--- config.mk ---
export PLATFORM = sky130hd
export DESIGN_NAME = divider
export DESIGN_NICKNAME = d
export VERILOG_FILES = /design/src/rtl/divider.sv
export SDC_FILE = /design/constraint.sdc
export NUM_CORES = 1
export LEC_CHECK = 0
export CAP_MARGIN = 20
export CORE_AREA = 2 2 124 138
export DETAILED_ROUTE_END_ITERATION = 8
export DIE_AREA = 0 0 126 140
export PLACE_DENSITY = 0.81
export SYNTH_ARGS = -nofsm -noshare
export SYNTH_HDL_FRONTEND = slang
export SYNTH_SLANG_ARGS = --single-unit
export TNS_END_PERCENT = 50
--- constraint.sdc ---
create_clock -name clock -period 4.1 [get_ports clock]
set_input_delay 0.82 -clock clock [delete_from_list [all_inputs] [get_ports clock]]
set_output_delay 0.82 -clock clock [all_outputs]
set_load 0.05 [all_outputs]
--- src/rtl/divider.sv ---
// Sequential signed 32-bit restoring divider sharing the multiplier's start/ready handshake.
// Optional DIV_REMAINDER_EN adds the data_remainder port and its sign-fix logic.
module divider (
  input  logic        clock,
  input  logic        reset_n,
  input  logic        ctrl_DIV,
  input  logic [31:0] data_operandA,
  input  logic [31:0] data_operandB,
  output logic [31:0] data_result,
  output logic        data_exception,
  output logic        data_resultRDY
`ifdef DIV_REMAINDER_EN
  ,
  output logic [31:0] data_remainder
`endif
);

  localparam logic [1:0] ST_IDLE = 2'd0;
  localparam logic [1:0] ST_RUN  = 2'd1;
  localparam logic [1:0] ST_DONE = 2'd2;

  // Magnitude of a two's-complement word; INT_MIN maps to unsigned 0x80000000.
  function automatic logic [31:0] abs32(input logic [31:0] v);
    abs32 = v[31] ? (~v + 32'd1) : v;
  endfunction

  function automatic logic [31:0] neg_if(input logic [31:0] v, input logic en);
    neg_if = en ? (~v + 32'd1) : v;
  endfunction

  logic [1:0]  state_r;
  logic [5:0]  cnt_r;
  logic [31:0] rem_r;
  logic [31:0] quot_r;
  logic [31:0] divisor_r;
  logic        neg_q_r;
  logic        div_zero_r;

  logic [32:0] shift_rem_s;
  logic [32:0] trial_s;
  logic [31:0] next_rem_s;
  logic [31:0] next_quot_s;
  logic        finish_s;

  // One restoring shift-subtract step on the working register.
  always_comb begin
    shift_rem_s = {rem_r, quot_r[31]};
    trial_s     = shift_rem_s - {1'b0, divisor_r};
    next_rem_s  = shift_rem_s[31:0];
    next_quot_s = {quot_r[30:0], 1'b0};
    if (!trial_s[32]) begin
      next_rem_s  = trial_s[31:0];
      next_quot_s = {quot_r[30:0], 1'b1};
    end else begin
      next_rem_s  = shift_rem_s[31:0];
      next_quot_s = {quot_r[30:0], 1'b0};
    end
  end

  // A new start takes priority over completing the current division.
  always_comb begin
    finish_s = 1'b0;
    if ((state_r == ST_RUN) && !ctrl_DIV) begin
      finish_s = div_zero_r || (cnt_r == 6'd32);
    end else begin
      finish_s = 1'b0;
    end
  end

  // Control FSM and iteration datapath; count value 32 marks the completion cycle.
  always_ff @(posedge clock) begin
    if (!reset_n) begin
      state_r    <= ST_IDLE;
      cnt_r      <= 6'd0;
      rem_r      <= 32'd0;
      quot_r     <= 32'd0;
      divisor_r  <= 32'd0;
      neg_q_r    <= 1'b0;
      div_zero_r <= 1'b0;
    end else if (ctrl_DIV) begin
      state_r    <= ST_RUN;
      cnt_r      <= 6'd0;
      rem_r      <= 32'd0;
      quot_r     <= abs32(data_operandA);
      divisor_r  <= abs32(data_operandB);
      neg_q_r    <= data_operandA[31] ^ data_operandB[31];
      div_zero_r <= (data_operandB == 32'd0);
    end else begin
      case (state_r)
        ST_IDLE: state_r <= ST_IDLE;
        ST_RUN: begin
          if (finish_s) begin
            state_r <= ST_DONE;
          end else begin
            rem_r  <= next_rem_s;
            quot_r <= next_quot_s;
            cnt_r  <= cnt_r + 6'd1;
          end
        end
        ST_DONE: state_r <= ST_IDLE;
        default: state_r <= ST_IDLE;
      endcase
    end
  end

  // Result registers load only on entry to DONE and otherwise hold.
  always_ff @(posedge clock) begin
    if (!reset_n) begin
      data_result    <= 32'd0;
      data_exception <= 1'b0;
      data_resultRDY <= 1'b0;
    end else begin
      data_resultRDY <= finish_s;
      if (finish_s) begin
        data_result    <= div_zero_r ? 32'd0 : neg_if(quot_r, neg_q_r);
        data_exception <= div_zero_r;
      end else begin
        data_result    <= data_result;
        data_exception <= data_exception;
      end
    end
  end

`ifdef DIV_REMAINDER_EN
  logic neg_a_r;

  // Remainder takes the dividend's sign; zero on divide-by-zero.
  always_ff @(posedge clock) begin
    if (!reset_n) begin
      neg_a_r        <= 1'b0;
      data_remainder <= 32'd0;
    end else begin
      if (ctrl_DIV) begin
        neg_a_r <= data_operandA[31];
      end else begin
        neg_a_r <= neg_a_r;
      end
      if (finish_s) begin
        data_remainder <= div_zero_r ? 32'd0 : neg_if(rem_r, neg_a_r);
      end else begin
        data_remainder <= data_remainder;
      end
    end
  end
`endif

endmodule

; Word-level counts from Yosys, hierarchy flattened
; Index checks and enable logic that the tools add are counted.
[totals]
ff_bits = 140
in_bits = 67
out_inout_bits = 34
elab_cells = 49
[op_classes]
add_sub_neg = 5
n_eq_ne = 4
muxes = 13
bitwise_logic = 7
reduce_logical = 9
[ops]
columns = operator, n
row1 = 2-to-1 mux 32 bit, 8
row2 = "adder 32 x 1 -> 32 bit, second input constant", 3
row3 = NOT 32 bit, 3
row4 = subtractor 33 x 32 -> 33 bit, 1
row5 = logical NOT 32 bit, 1
row6 = "adder 6 x 1 -> 6 bit, second input constant", 1
row7 = "equality test 6 bit, second input constant", 1
row8 = 2-to-1 mux 1 bit, 5
row9 = AND reduction 2 bit, 2
row10 = "inequality test 3 bit, second input constant", 1
row11 = NOT 1 bit, 3
row12 = OR reduction 3 bit, 1
row13 = "equality test 2 x 1 -> 1 bit, second input constant", 1
row14 = "inequality test 2 bit, second input constant", 1
row15 = nonzero test 2 bit, 1
row16 = OR reduction 2 bit, 1
row17 = logical AND 1 bit, 1
row18 = logical NOT 1 bit, 1
row19 = logical OR 1 bit, 1
row20 = bitwise XOR 1 bit, 1

; Longest topological paths before layout
[logic_depth]
depth_word = 6
ltp_mapped = 14
depth_no_buf = 12

; Worst setup path after synthesis
; Ideal clock, no wire load.
[synth_timing]
kind = input to register
from = in data_operandB[13]
to = reg divisor_r[27]
setup_ns = 0.137
arrival_ns = 3.002
required_time_ns = 3.963
slack_ns = 0.960
cell_stages = 9
path_buffers = 0
path_cell_list = or3_4 or4_4 or4_4 nor2_2 inv_1 or4_1 nand2_1 xor2_1 a211oi_1
[synth_between]
elab_chain_len = 3
[synth_lines]
columns = element, line_no
row1 = "start, declared", 8  ; input logic [31:0] data_operandB,
row2 = NOT 32 bit, 24  ; abs32 = v[31] ? (~v + 32'd1) : v;
row3 = adder 32 x 1 -> 32 bit, 24
row4 = 2-to-1 mux 32 bit, 24
row5 = "end signal, assigned", 85  ; divisor_r <= abs32(data_operandB);
row6 = "end, declared", 35  ; logic [31:0] divisor_r;
; No other way between the ends.
; A chain may end at the register's enable or synchronous reset.

; Worst setup path in the final report
[layout_timing]
from = reg quot_r[31]
to = reg rem_r[21]
[layout_between]
elab_chain_len = 2
[layout_lines]
columns = element, line_no
row1 = "start, declared", 34  ; logic [31:0] quot_r;
row2 = "start signal, assigned", 84  ; quot_r <= abs32(data_operandA);
row3 = "start signal, assigned", 96  ; quot_r <= next_quot_s;
row4 = subtractor 33 x 32 -> 33 bit, 48  ; trial_s = shift_rem_s - {1'b0, divisor_r};
row5 = 2-to-1 mux 32 bit, 51  ; if (!trial_s[32]) begin
row6 = "end signal, assigned", 95  ; rem_r <= next_rem_s;
row7 = "end, declared", 33  ; logic [31:0] rem_r;
; No other way between the ends.

==> metrics <==
status completed; Synth Register Bits 140; I/O pin count 101; Slew Limit Fails 0; Met3 Routed Length 980 µm; clock insertion delay at the later pin of the skew report 440 ps; peak supply drop 345 µV; Req. time, crit path 4490 ps; GPL Wtd Cong 0.925; # setup viols final 0; drt wl/cell 16.2 µm; Clock transition at path regs 70 ps; antenna cells 0; Post-Route Setup TNS 0 ps; global-route wire length before repair 39700 µm; Setup CP Type register to register; most common cell after layout, fill and taps aside nor2_1; area occupied by multi-input gates 0.00600 mm²; initial antenna violation count 0; WL met2 12200 µm; most frequent cells in the layout nor2_1 (158), dfxtp_1 (140), a21oi_1 (101); EDFF count, synth 0; top layer in use met4; dpl cell area 0.0104 mm²; drt total wl 23900 µm; clock root cell clkbuf_16; CTS tree done; port buffer count 100; leakage 4.28 nW; Final nets 1363; CP Data Arrival Time 3870 ps; largest area contributor in the netlist dfxtp_1; Mapped Nets 1301; RSZ-0062 raised after global routing no; Tot GR Track Use 27.0%; MaxCap Viol Count 0; hold path depth 2; share of layout cells above drive strength 1 5.19%; final hold violations 0; critical path launch point type register; via count 8877; Sink Count 140; HP Class register to register; share of the synthesized area in the top cell type 30.2%; Overflow after GRT 0; die span in y 140 µm; H-tree depth 4; fmax 288 MHz; worst r2r path cells 13; final instance area 0.0110 mm²; Synth area leaders dfxtp_1 (30%), nor2_1 (6.4%), xor2_1 (5.8%); final worst-path cycle share 84.8%; Sequential Area 0.00280 mm²; M1 WL 10200 µm; Core Box Area 0.0162 mm²; TritonCTS Buffers 17; post-synth cell types 59; Mean Syn Cell Area 7.75 µm²; ys async rst share 0%; max_slew headroom 30.5%; Vias/cell 6.02; clock skew 13.3 ps; drt first pass iters 6; worst slew pin tran 1040 ps; Main synth FF type dfxtp_1; post-cts gate resize count 0; area grow syn2layout 18.9%; sequential cell area fraction in the yosys report 30.2%; DRT iter0 DRCs 719; row count 49; maximum clock path buffer count 2; DRC viols 0; Power Dens Cells 364 mW/mm²; setup bufs post-CTS 0; post-route ant nets 0; filler instances 1363; hpwl dp 17200 µm; Mapped Cells 1196; area of the mapped netlist 0.00927 mm²; crit path max fanout 15; largest net degree at the start of global routing 100; vias in the first global route 8361; initial cell density of the core 57.3%; Ys Warns 0; min Tclk post-route 3480 ps; Die W 126 µm; CTS Hold Buffers Added 0; Die ar. 0.0176 mm²; crit end category register
==> stage by stage <==
step / hold WS (ps) / worst slack, ps / util, % / std cells / power, mW
6_report: 486 / 622 / 68.1 / 1475 / 4.01
5_1_grt: 512 / 411 / 68.1 / 1475 / 4.19
4_1_cts: 488 / 633 / 67.8 / 1473 / 4.00
3_5_place_dp: 480 / 335 / 64.0 / 1441 / 2.44
3_3_place_gp: 470 / 343 / 64.0 / 1441 / 2.42
2_1_floorplan: 450 / 960 / - / 1196 / 2.18
==> routing by layer <==
layer | up-vias | GRT usage, %
li1 | 4419 | -
met1 | 4158 | 32.5
met2 | 257 | 49.1
met3 | 43 | 4.05
met4 | 0 | 9.20
met5 | - | 0
==> synthesized netlist by cell type, types with 35 or more instances <==
cell type	number
clkbuf_1	54
nor2_1	158
ha_1	37
xor2_1	61
dfxtp_1	140
nand2_1	75
a211oi_1	61
inv_1	49
mux2i_1	35
xnor2_1	57
o21ai_0	65
a21oi_1	101
==> final cells by class <==
class / count / share of cell area (%)
clock buffers: 17 / 3.86
repair buffers: 116 / 10.5
well taps: 204 / 2.32
flip-flops and latches: 140 / 25.4
clock inverters: 15 / 1.74
inverters: 50 / 1.70
multi-input cells: 933 / 54.5
==> power breakdown <==
| part | leakage [nW] | total [mW] | internal (mW) | switching, mW |
|---|---|---|---|---|
| clock | 0.301 | 1.58 | 0.833 | 0.746 |
| combinational | 2.83 | 0.937 | 0.405 | 0.532 |
| sequential | 1.15 | 1.49 | 1.42 | 0.0721 |
| total | 4.28 | 4.01 | 2.66 | 1.35 |
==> flip-flops by register name (all words and copies together), names as in the netlist <==
name and count:
state_r 2, data_resultRDY 1, divisor_r 32, data_exception 1
cnt_r 6, quot_r 32, data_result 32, neg_q_r 1
div_zero_r 1, rem_r 32
==> worst paths after layout <==
| path | start | end | slack (ps) |
|---|---|---|---|
| worst max-delay path | quot_r[31] | rem_r[21] | 620 |
| worst min-delay path | divisor_r[18] | divisor_r[18] | 490 |
| worst max register to register | quot_r[31] | rem_r[21] | 620 |
| worst min register to register | divisor_r[18] | divisor_r[18] | 490 |
==> cells by family (layout without fill, tap and decap cells) <==
logic type                 Yosys count  after routing  share of synthesized area [%]
muxes                               35             35                           3.78
adders and majority gates           38             38                           5.21
and+or+nand+nor                    394            394                           20.2
xor gates and xnor gates           118            118                           11.1
DFF                                140            140                           30.2
AOI/OAI and AO/OA                  348            348                           24.3
buffers and inverters              123            198                           5.10
==> worst max-delay path: stages, from the launching register on <==
cell and delay (ps):
dfxtp_1 350, inv_1 90, ha_1 240, fa_1 400, nand2b_1 190, a21oi_1 270, o31ai_1 160, a31oi_1 310
nor4_1 130, nor3b_2 460, buf_4 360, o2111ai_1 190, o211ai_1 110, o211a_1 160
Note: power is estimated with default switching activity, not from simulation.
